[config.mk]
export PLATFORM = sky130hd
export DESIGN_NAME = rp2a03_status_reg
export DESIGN_NICKNAME = d
export VERILOG_FILES = /design/src/rtl/rp2a03_status_reg.sv
export SDC_FILE = /design/constraint.sdc
export NUM_CORES = 1
export LEC_CHECK = 0
export BUFFER_PORTS_ARGS = -buffer_cell sky130_fd_sc_hd__buf_2
export CORE_MARGIN = 1
export CORE_UTILIZATION = 40
export CTS_CLUSTER_DIAMETER = 80
export DETAILED_ROUTE_END_ITERATION = 12
export PLACE_DENSITY = 0.91
export SLEW_MARGIN = 10
export SYNTH_ARGS = -nofsm -noshare
export SYNTH_HDL_FRONTEND = slang
export SYNTH_SLANG_ARGS = --single-unit
export TNS_END_PERCENT = 30
[constraint.sdc]
create_clock -name clk -period 2.79 [get_ports clk]
set_input_delay 0.1395 -clock clk [delete_from_list [all_inputs] [get_ports clk]]
set_output_delay 0.1395 -clock clk [all_outputs]
set_load 0.02 [all_outputs]
[src/rtl/rp2a03_status_reg.sv]
// RP2A03 processor status register (N,V,D,I,Z,C) with NMI edge detection
// and the registered interrupt-request handshake towards the decoder.
module rp2a03_status_reg #(
  parameter logic [7:0] P_RST = 8'h24
) (
  input  logic       clk,
  input  logic       rst,
  input  logic [7:0] alu_out,
  input  logic       alu_carry,
  input  logic       alu_overflow,
  input  logic [7:0] db,
  input  logic       load_nz,
  input  logic       load_nz_db,
  input  logic       load_c,
  input  logic       load_v,
  input  logic       bit_op,
  input  logic       load_p_db,
  input  logic       set_c,
  input  logic       clr_c,
  input  logic       set_i,
  input  logic       clr_i,
  input  logic       set_d,
  input  logic       clr_d,
  input  logic       clr_v,
  input  logic       nmi_n,
  input  logic       irq_n,
  input  logic       poll,
  input  logic       int_ack,
  input  logic       push_brk,
  output logic [7:0] p,
  output logic [7:0] p_push,
  output logic       int_req,
  output logic       int_is_nmi
);

  localparam logic [0:0] ST_IDLE = 1'b0;
  localparam logic [0:0] ST_REQ  = 1'b1;

  logic       flag_n, flag_v, flag_d, flag_i, flag_z, flag_c;
  logic       n_nxt, v_nxt, d_nxt, i_nxt, z_nxt, c_nxt;
  logic       i_dly;
  logic       nmi_prev, nmi_pend, nmi_edge;
  logic [0:0] state;
  logic       take_int, ack_int;
  logic       alu_zero, db_zero;
  logic       unused_db;

  assign unused_db = ^db[5:4];
  assign alu_zero  = (alu_out == 8'h00);
  assign db_zero   = (db == 8'h00);

  always_comb begin
    n_nxt = flag_n;
    if (load_p_db)       n_nxt = db[7];
    else if (bit_op)     n_nxt = db[7];
    else if (load_nz_db) n_nxt = db[7];
    else if (load_nz)    n_nxt = alu_out[7];

    z_nxt = flag_z;
    if (load_p_db)       z_nxt = db[1];
    else if (bit_op)     z_nxt = alu_zero;
    else if (load_nz_db) z_nxt = db_zero;
    else if (load_nz)    z_nxt = alu_zero;

    v_nxt = flag_v;
    if (load_p_db)   v_nxt = db[6];
    else if (clr_v)  v_nxt = 1'b0;
    else if (bit_op) v_nxt = db[6];
    else if (load_v) v_nxt = alu_overflow;

    c_nxt = flag_c;
    if (load_p_db)   c_nxt = db[0];
    else if (set_c)  c_nxt = 1'b1;
    else if (clr_c)  c_nxt = 1'b0;
    else if (load_c) c_nxt = alu_carry;

    d_nxt = flag_d;
    if (load_p_db)  d_nxt = db[3];
    else if (set_d) d_nxt = 1'b1;
    else if (clr_d) d_nxt = 1'b0;

    // Entering the interrupt sequence always masks IRQ, whatever else is strobed.
    i_nxt = flag_i;
    if (int_ack)        i_nxt = 1'b1;
    else if (load_p_db) i_nxt = db[2];
    else if (set_i)     i_nxt = 1'b1;
    else if (clr_i)     i_nxt = 1'b0;
  end

  assign nmi_edge = nmi_prev & ~nmi_n;
  assign take_int = (state == ST_IDLE) & poll & (nmi_pend | (~irq_n & ~i_dly));
  assign ack_int  = (state == ST_REQ) & int_ack;

  always_ff @(posedge clk) begin
    if (rst) begin
      flag_n     <= P_RST[7];
      flag_v     <= P_RST[6];
      flag_d     <= P_RST[3];
      flag_i     <= P_RST[2];
      flag_z     <= P_RST[1];
      flag_c     <= P_RST[0];
      i_dly      <= P_RST[2];
      nmi_prev   <= 1'b0;
      nmi_pend   <= 1'b0;
      state      <= ST_IDLE;
      int_req    <= 1'b0;
      int_is_nmi <= 1'b0;
    end else begin
      flag_n   <= n_nxt;
      flag_v   <= v_nxt;
      flag_d   <= d_nxt;
      flag_i   <= i_nxt;
      flag_z   <= z_nxt;
      flag_c   <= c_nxt;
      i_dly    <= flag_i;
      nmi_prev <= nmi_n;
      // A fresh edge wins over the clear so a back-to-back NMI is not lost.
      nmi_pend <= nmi_edge | (nmi_pend & ~(ack_int & int_is_nmi));
      case (state)
        ST_IDLE: begin
          if (take_int) begin
            state      <= ST_REQ;
            int_req    <= 1'b1;
            int_is_nmi <= nmi_pend;
          end
        end
        default: begin
          if (ack_int) begin
            state   <= ST_IDLE;
            int_req <= 1'b0;
          end
        end
      endcase
    end
  end

  assign p      = {flag_n, flag_v, 1'b1, 1'b0, flag_d, flag_i, flag_z, flag_c};
  assign p_push = {flag_n, flag_v, 1'b1, push_brk, flag_d, flag_i, flag_z, flag_c};

endmodule
=== Yosys cells after proc, flatten, opt, wreduce, memory -nomap -nowiden ===
Cells that the tools add are included.

* Register bits: 12
* Input bits: 38
* Output and inout port bits: 18
* Logic and storage cells: 66

* Equality and inequality tests: 1
* Mux-type cells: 28
* Bitwise operators: 14
* Reduce and logical (&&, ||, !) cells: 11

{| class="wikitable"
|+ Operators by type and width
! cell !! number
|-
| $mux W1 || 28
|-
| $logic_not A8 Y1 || 2
|-
| $reduce_bool A4 Y1 || 3
|-
| $and A1 B1 Y1 || 7
|-
| $reduce_bool A3 Y1 || 2
|-
| $not A1 Y1 || 5
|-
| $reduce_and A2 Y1 || 2
|-
| $ne A2 B1 Y1 const B || 1
|-
| $or A1 B1 Y1 || 2
|-
| $reduce_bool A2 Y1 || 1
|-
| $reduce_or A2 Y1 || 1
|}

=== Depth between registers and ports, before layout ===
Gate-level depths: netlist of the first run.

* Word-level depth: 6
* Gate-level depth with buffers: 5

=== Least setup slack after synthesis of the first run ===
No wires, ideal clock.

* Path kind: input -> register
* From: input port db[1]
* To: register flag_z
* Setup time: 87 ps
* Data arrival time: 1034 ps
* Required time: 2703 ps
* Slack: 1669 ps
* Stages: 4
* Path buffers: 0
* Path through: or4_1 -> o211ai_1 -> nand2_1 -> o31ai_1

* Longest elaborated chain between the ends: 4

{| class="wikitable"
|+ Ends and longest elaborated chain
! element !! line !! text
|-
| from (decl) || 11 || <nowiki>input logic [7:0] db,</nowiki>
|-
| $logic_not A8 Y1 || 50 || <nowiki>assign db_zero = (db == 8'h00);</nowiki>
|-
| $mux W1 || 62 || <nowiki>else if (load_nz_db) z_nxt = db_zero;</nowiki>
|-
| $mux W1 || 61 || <nowiki>else if (bit_op) z_nxt = alu_zero;</nowiki>
|-
| $mux W1 * || 60 || <nowiki>if (load_p_db) z_nxt = db[1];</nowiki>
|-
| to (signal assigned) || 100 || <nowiki>flag_z <= P_RST[1];</nowiki>
|-
| to (signal assigned) || 113 || <nowiki>flag_z <= z_nxt;</nowiki>
|-
| to (decl) || 39 || <nowiki>logic flag_n, flag_v, flag_d, flag_i, flag_z, flag_c;</nowiki>
|}

Mark *: on every way between the ends. The rest lies on a longest branch, timed or not.
A chain may end at the register's enable or synchronous reset.

=== Worst setup path after layout of the first run ===
* From: register i_dly
* To: register int_is_nmi

* Longest elaborated chain between the ends: 5

{| class="wikitable"
|+ Ends and longest elaborated chain
! element !! line !! text
|-
| from (decl) || 41 || <nowiki>logic i_dly;</nowiki>
|-
| from (signal assigned) || 102 || <nowiki>i_dly <= P_RST[2];</nowiki>
|-
| from (signal assigned) || 115 || <nowiki>i_dly <= flag_i;</nowiki>
|-
| $not A1 Y1 || 91 || <nowiki>assign take_int = (state == ST_IDLE) & poll & (nmi_pend | (~irq_n & ~i_dly));</nowiki>
|-
| $and A1 B1 Y1 || 91 ||
|-
| $or A1 B1 Y1 || 91 ||
|-
| $and A1 B1 Y1 || 91 ||
|-
| $reduce_and A2 Y1 (no source line) || - ||
|-
| to (signal assigned) || 124 || <nowiki>int_is_nmi <= nmi_pend;</nowiki>
|-
| to (decl) || 33 || <nowiki>output logic int_is_nmi</nowiki>
|}

No other way between the ends.

==> results of run 1 <==
[worst paths after layout]
path / from / end / slack (ns) / cells past startpoint
max reg2reg: i_dly / int_is_nmi / 1.71 / 4
min reg2reg: int_req / int_req / 0.45 / 2
min: db[2] / flag_i / 0.10 / 3
max: i_dly / int_is_nmi / 1.71 / 4
[cells by family (layout without fill, tap and decap cells)]
family	after synthesis	in the layout
flip-flops	12	12
AO/OA/AOI/OAI	14	14
multiplexers	4	4
other	2	3
AND/OR/NAND/NOR	32	32
buffers and inverters	21	56
[layout by cell type (no fill, tap or decap)]
| cell | count |
|---|---|
| o31ai_1 | 1 |
| conb_1 | 3 |
| o21ai_0 | 2 |
| mux2i_1 | 3 |
| a211oi_1 | 1 |
| nor2b_1 | 4 |
| or4_1 | 2 |
| dfxtp_1 | 12 |
| inv_1 | 3 |
| nand2_1 | 5 |
| nand3_1 | 2 |
| clkbuf_4 | 3 |
| o211ai_1 | 2 |
| nor2_1 | 10 |
| nor4_1 | 2 |
| nor3_1 | 4 |
| or2_2 | 1 |
| a21oi_1 | 4 |
| a2bb2oi_1 | 1 |
| nand2b_1 | 2 |
| a22oi_1 | 1 |
| buf_2 | 50 |
| a221oi_1 | 2 |
| mux2_2 | 1 |
[power groups by stage]
stage          Sequential, mW  Combinational (mW)  Clock, mW
2_1_floorplan           0.190              0.0653          0
3_5_place_dp            0.190              0.0888          0
4_1_cts                 0.186              0.0892      0.106
5_1_grt                 0.187              0.0972      0.113
6_report                0.186              0.0885      0.103
3_3_place_gp            0.189              0.0865          0
[critical path: cells and delay by family, from the launching register on]
family             cells  cell delay, ns
AOI/OAI and AO/OA      1            0.33
and+or+nand+nor        2            0.09
DFF                    1            0.31
muxes                  1            0.24
[per-layer routing]
| layer | share of wire | routed length [um] | vias up | GRT usage |
|---|---|---|---|---|
| met5 | 0 | 0 | - | 0 |
| met4 | 0 | 0 | 0 | 0.0727 |
| met3 | 0.077 | 109 | 0 | 0.0383 |
| met2 | 0.50 | 706 | 33 | 0.287 |
| met1 | 0.43 | 605 | 284 | 0.193 |
| li1 | - | - | 345 | - |
[registers in the layout, indices dropped and copies added (netlist names)]
signal	cells
nmi_pend	1
int_is_nmi	1
int_req	1
flag_n	1
flag_z	1
flag_v	1
flag_i	1
nmi_prev	1
state	1
flag_c	1
i_dly	1
flag_d	1
[layout make-up]
| class | instances | area [sq um] | share of cell area |
|---|---|---|---|
| Clock buffer | 3 | 22.5 | 0.0265 |
| Inverter | 3 | 11.3 | 0.0133 |
| Multi-Input combinational cell | 53 | 304 | 0.358 |
| Sequential cell | 12 | 240 | 0.283 |
| Tap cell | 16 | 20.0 | 0.0236 |
| Timing Repair Buffer | 50 | 250 | 0.295 |
[through the flow]
stage	util	area, sq um	cells
CTS	0.550	848	137
finish	0.550	848	137
global route	0.550	848	137
floorplan	-	683	86
global placement	0.536	826	134
detailed placement	0.536	826	134
==> flow_summary.toml, run 1 <==
[status]
status = "completed"

[setup_path]
crit_type = "flop to flop"
crit_chain = "nor2_1, o21ai_0, mux2i_1, nor2_1"
crit_path_max_fanout = 3
required_ns = 2.94
crit_top_cell = "nor2_1"
worst_ep_arrival_time_ns = 1.23
crit_path_max_incr_delay_ns = 0.33
cp-end-kind = "flop"
cp-start-kind = "flop"
crit_slowest_cell = "o21ai_0"

[clock_network]
cts_tree = "yes"
h-tree-depth = 1
cts_hold_buf = 0
clock_sinks = 12
insertion_delay_ns = 0.26
post_cts_resize_count = 0
root_buffer = "clkbuf_4"
cts.clk_slew.worst_paths_ns = 0.07
postCtsSetupBuffers = 0
cts_buffer_depth = 2
cts_buffers = 3

[logic_synthesis]
yosysMostFrequentCell = "buf_4"
yosys_most_used_dff = "dfxtp_1"
yosys.area.top_type = "dfxtp_1"
synthArstFlopShare = 0
yosysSeqAreaShare = 0.354
synth-simple-area-share = 0.232
synthCells = 85
synth_area_sq_um = 679
synth_top_area_share = 0.354
synth_cell_types = 24
synth_area_leaders = "dfxtp_1, buf_4, nor2_1"
synth.ff_latch_count = 12
synthMuxAreaShare = 0.0608
synthXorXnorAreaFrac = 0
synth-edff-count = 0
netlist_top_cells_count = "buf_4, dfxtp_1, nor2_1"
yosysWarnings = 0
synth-compound-area-share = 0.138
synth_top_family_by_area = "simple AND/OR/NAND/NOR gates"
syn_area_per_cell_sq_um = 7.99
synth-adder-area-share = 0

[floorplanning]
ioPinCount = 56
num_rows = 14
fp.dieW_um = 43.2
fp.dieH_um = 43.2
core_region_area_sq_um = 1540
dieArea_sq_um = 1870
start_util = 0.441

[grt]
grt_usage = 0.166
antenna_found_initial = 0
grt_pass1_wl_um = 2340
grt_max_degree = 14
grt_pass1_vias = 586
grt-ovfl-total = 0

[power_and_ir_drop]
p_sw_frac = 0.282
vdd_ir_drop_max_v = 0.000220
p_seq_frac = 0.493
combPwrFrac = 0.235
internal_power_uw = 270
p_leak_nw = 0.439
p_switching_uw = 106
power_frac_clock = 0.272
power_density_nw_per_um2 = 444
totalPowerFinal_uw = 377

[timing]
finalHoldViolations = 0
clock_skew_ns = 0.00327
setup_viol = 0
fin_hold_ws_ns = 0.104
maxSlewViolCount = 0
rsz0062_at_grt = "no"
setup_ws_ns = 1.71
fin_setup_tns_ns = 0
fin_crit_sh = 0.386
clock.fmax_ghz = 0.929
final.min_clock_period_ns = 1.08

[route]
ant_nets = 0
drt-pass1-iter-count = 4
remaining_drc_errors = 0
totalWireLength_um = 1420
wl_per_cell_um = 10.4
vias = 662
detail_route.vias_per_cell = 4.83
drt_iter0_drc = 7

[placed_design]
port-buffer-count = 50
place_ws_ns = 1.47
gp_congestion = 0.709
dpl.hpwl_um = 1160

[final_layout]
area_delta_synth_final_pct = 24.9
n_fill_cell = 162
drive_gt1_frac = 0.455
n_antenna_cell = 0
final_nets = 161

[flow_run]
maxCapViolations = 0

[worst_hold_path]
hp-class = "primary input to flop"
Note: power is estimated with default switching activity, not from simulation.
==> run 2, diff against run 1 <==
CORE_UTILIZATION = 37   (was 40)
PLACE_DENSITY = 0.85   (was 0.91)
clock period = 1.1 ns   (was 2.79 ns; I/O delays follow)
==> flow_summary.toml, run 2 (synthesis gave the netlist of run 1 again) <==
[status]
status = "finished with violations"
violations = "DRC"

[final_layout]
n_fill_cell = 193
final_cells = 149
n_antenna_cell = 0
layout_commonest_cell = "buf_2"
final_cell_mix = "buf_2, dfxtp_1, nor2_1, nand2_1"
final_nets = 163
stdcell_area_sq_um = 900
drive_gt1_frac = 0.484
area_delta_synth_final_pct = 32.4

[route]
remaining_drc_errors = 2
drt-pass1-iter-count = 7
vias = 685
drt_iter0_drc = 5
totalWireLength_um = 1410
detail_route.vias_per_cell = 4.60
ant_nets = 0
wl_per_cell_um = 9.45

[setup_path]
r2r_end = "flag_v"
cp-start-kind = "flop"
rr_startpoint = "flag_v"
cp-end-kind = "flop"
cp-endpoint = "flag_v"
crit_start = "flag_v"
r2r_slack_ns = 0.06
worst_ep_arrival_time_ns = 1.19
rr_worst_depth = 4
crit_type = "flop to flop"
required_ns = 1.25
crit_path_max_fanout = 3

[power_and_ir_drop]
p_leak_nw = 0.456
power_density_nw_per_um2 = 1150
vdd_ir_drop_max_v = 0.000538

[floorplanning]
ioPinCount = 56
fp.dieW_um = 44.9
start_util = 0.393
fp.dieH_um = 44.9
core_region_area_sq_um = 1730
num_rows = 15
dieArea_sq_um = 2010

[timing]
final.min_clock_period_ns = 1.04
fin_crit_sh = 0.944
finalHoldViolations = 0
setup_ws_ns = 0.0611
setup_viol = 0
rsz0062_at_grt = "no"
clock_skew_ns = 0.00262
clock.fmax_ghz = 0.963
fin_hold_ws_ns = 0.0236
maxSlewViolCount = 0

[grt]
grt_max_degree = 14
grt-ovfl-total = 0
grt_usage = 0.146
grt_pass1_wl_um = 2170
grt_pass1_vias = 580
antenna_found_initial = 0

[clock_network]
cts_buffers = 3
insertion_delay_ns = 0.26
cts_buffer_depth = 2
root_buffer = "clkbuf_4"
clock_sinks = 12
h-tree-depth = 1
cts.clk_slew.worst_paths_ns = 0.07
cts_tree = "yes"

[placed_design]
port-buffer-count = 50
placed_area_sq_um = 852
gp_congestion = 0.628
dp.cells = 145
place_ws_ns = -0.0946
dpl.hpwl_um = 1250

[flow_run]
maxCapViolations = 0

[worst_hold_path]
hp-class = "primary input to flop"
## run 2: cell count changes in the layout (fill, tap and decap cells not counted), sizes merged
cell | previous run | this run
clkbuf | 3 | 4
buf | 50 | 52
## run 2: final cells by class
| cell class | instances | area [sq um] | share of cell area |
|---|---|---|---|
| flip-flops and latches | 12 | 240 | 0.267 |
| clock buffers | 4 | 36.3 | 0.0403 |
| inverters | 3 | 11.3 | 0.0125 |
| well taps | 25 | 31.3 | 0.0348 |
| multi-input cells | 53 | 315 | 0.350 |
| repair buffers | 52 | 265 | 0.295 |
## run 2: stage by stage
step / setup TNS (ns) / total power, mW / utilization
finish: 0 / 1.03 / 0.521
global route: 0 / 1.09 / 0.521
CTS: 0 / 1.05 / 0.514
detailed placement: -0.0946 / 0.711 / 0.493
global placement: -0.0889 / 0.705 / 0.493
floorplan: 0 / 0.647 / -
## run 2: metal layers
| layer | up-vias | wire, um | global-route usage |
|---|---|---|---|
| met1 | 303 | 536 | 0.156 |
| met3 | 0 | 113 | 0.0360 |
| li1 | 351 | - | - |
| met5 | - | 0 | 0 |
| met2 | 31 | 758 | 0.276 |
| met4 | 0 | 0 | 0.0545 |
## run 2: worst min path at each step
stage	start	end	slack, ns	cells past startpoint
4_1_cts	nmi_n	nmi_prev	0.02	2
2_1_floorplan	rst	nmi_prev	0.13	1
3_5_place_dp	push_brk	p_push[4]	0.11	0
6_report	nmi_n	nmi_prev	0.02	2
3_3_place_gp	push_brk	p_push[4]	0.11	0
5_1_grt	nmi_n	nmi_prev	0.03	2
## run 2: critical path, stage by stage, from the launching register on
cell       delay (ns)
dfxtp_1          0.32
mux2_2           0.26
a22oi_2          0.16
a2bb2oi_2        0.15
nor2_1           0.04
## run 2: repair_timing
| item | 4_1_cts | 5_1_grt |
|---|---|---|
| hold buffers | 0 | 0 |
| gates resized for setup | 0 | 2 |
| setup buffers | 0 | 0 |
| endpoints found under the hold margin | 0 | 0 |
| setup endpoints to repair | 0 | 1 |
## run 2: where the power goes
group | total, mW | internal, mW | switching [mW] | leakage (nW)
clock | 0.331 | 0.201 | 0.130 | 0.0210
combinational | 0.233 | 0.109 | 0.124 | 0.336
sequential | 0.471 | 0.457 | 0.0134 | 0.0989
==> run 3, diff against run 2 <==
CORE_ASPECT_RATIO = 1.1   (was default)
SETUP_SLACK_MARGIN = 0.15   (was default)
==> flow_summary.toml, run 3 (synthesis gave the netlist of run 1 again) <==
[status]
status = "completed"

[setup_path]
rr_startpoint = "flag_v"
crit_path_max_fanout = 2
crit_type = "flop to flop"
crit_slowest_cell = "dfxtp_2"
r2r_end = "flag_v"
crit_chain = "mux2_2, a22oi_2, a2bb2oi_2, nor2_1"
crit_path_max_incr_delay_ns = 0.32
cp-start-kind = "flop"
rr_worst_depth = 4
r2r_slack_ns = 0.1
worst_ep_arrival_time_ns = 1.15
cp-end-kind = "flop"
required_ns = 1.25

[grt]
antenna_found_initial = 0
grt_max_degree = 14
grt_usage = 0.154
grt_pass1_wl_um = 2280
grt-ovfl-total = 0
grt_pass1_vias = 589

[worst_hold_path]
hp-class = "primary input to flop"
hold_depth = 2
hp-start = "nmi_n"
whs_endpoint = "nmi_prev"

[placed_design]
dp.cells = 137
dpl.hpwl_um = 1280
port-buffer-count = 50
place_ws_ns = -0.112
gp_congestion = 0.738

[route]
wl_per_cell_um = 10.9
totalWireLength_um = 1540
drt_iter0_drc = 4
ant_nets = 0
remaining_drc_errors = 0
detail_route.vias_per_cell = 4.94
drt-pass1-iter-count = 2
vias = 696

[final_layout]
n_antenna_cell = 0
final_nets = 164
layout_commonest_cell = "buf_2"
area_delta_synth_final_pct = 30.8
final_cell_mix = "buf_2, dfxtp_1, nor2_1, nand2_1"
final_cells = 141
utilization = 0.544
drive_gt1_frac = 0.500

[clock_network]
cts.clk_slew.worst_paths_ns = 0.07
cts_tree = "yes"
cts_buffer_depth = 2
cts_buffers = 3
clock_sinks = 12
insertion_delay_ns = 0.26
h-tree-depth = 1
root_buffer = "clkbuf_4"
cts_hold_buf = 0

[floorplanning]
dieArea_sq_um = 2010
fp.dieW_um = 42.9
fp.dieH_um = 46.9
ioPinCount = 56
core_region_area_sq_um = 1630
num_rows = 15
start_util = 0.416

[timing]
clock.fmax_ghz = 1.00
fin_crit_sh = 0.909
final.min_clock_period_ns = 1.00
setup_viol = 0
finalHoldViolations = 0
setup_ws_ns = 0.0996
clock_skew_ns = 0.00810
fin_setup_tns_ns = 0
maxSlewViolCount = 0
rsz0062_at_grt = "yes"

[power_and_ir_drop]
vdd_ir_drop_max_v = 0.000528
totalPowerFinal_uw = 962
p_leak_nw = 0.455
power_density_nw_per_um2 = 1080

[flow_run]
maxCapViolations = 0
[run 3: where the power goes]
| group | switching (mW) | total, mW | internal, mW |
|---|---|---|---|
| Combinational | 0.127 | 0.239 | 0.112 |
| Clock | 0.125 | 0.251 | 0.126 |
| Sequential | 0.0144 | 0.472 | 0.458 |
[run 3: per-stage QoR]
step                hold slack, ns  cell area (sq um)
finish                      0.0440                888
detailed placement           0.110                842
CTS                         0.0419                878
floorplan                    0.127                683
global route                0.0410                888
global placement             0.110                842
[run 3: routing by layer]
metal / wire length [um] / track usage
met1: 550 / 0.145
met5: 0 / 0
met4: 19 / 0.100
met2: 875 / 0.312
met3: 93 / 0.0231
[run 3: area by class of cell]
type / count / area, sq um
timing repair buffer: 53 / 273
clock buffer: 3 / 22.5
sequential: 12 / 241
tap: 17 / 21.3
inverter: 3 / 11.3
multi-input combinational: 53 / 319
fill: 174 / 744
[run 3: repair_timing]
item,CTS,global route
resized for setup,3,2
setup endpoints to repair,4,3
setup buffers,1,0
pin swaps,2,1
[run 3: worst max-delay path by stage]
stage | start | to | slack, ns | cells past startpoint
after global placement | db[2] | flag_z | -0.09 | 5
after CTS | flag_v | flag_v | 0.07 | 4
after floorplan | db[1] | flag_z | 0.06 | 4
after detailed placement | db[2] | flag_z | -0.11 | 5
after global routing | flag_v | flag_v | 0.06 | 4
final | flag_v | flag_v | 0.1 | 4
[run 3: worst max-delay path, delay by kind of cell, from the launching register on]
family | cells | cell delay [ns]
compound gates | 2 | 0.26
flops | 1 | 0.32
mux | 1 | 0.26
simple gates | 1 | 0.04
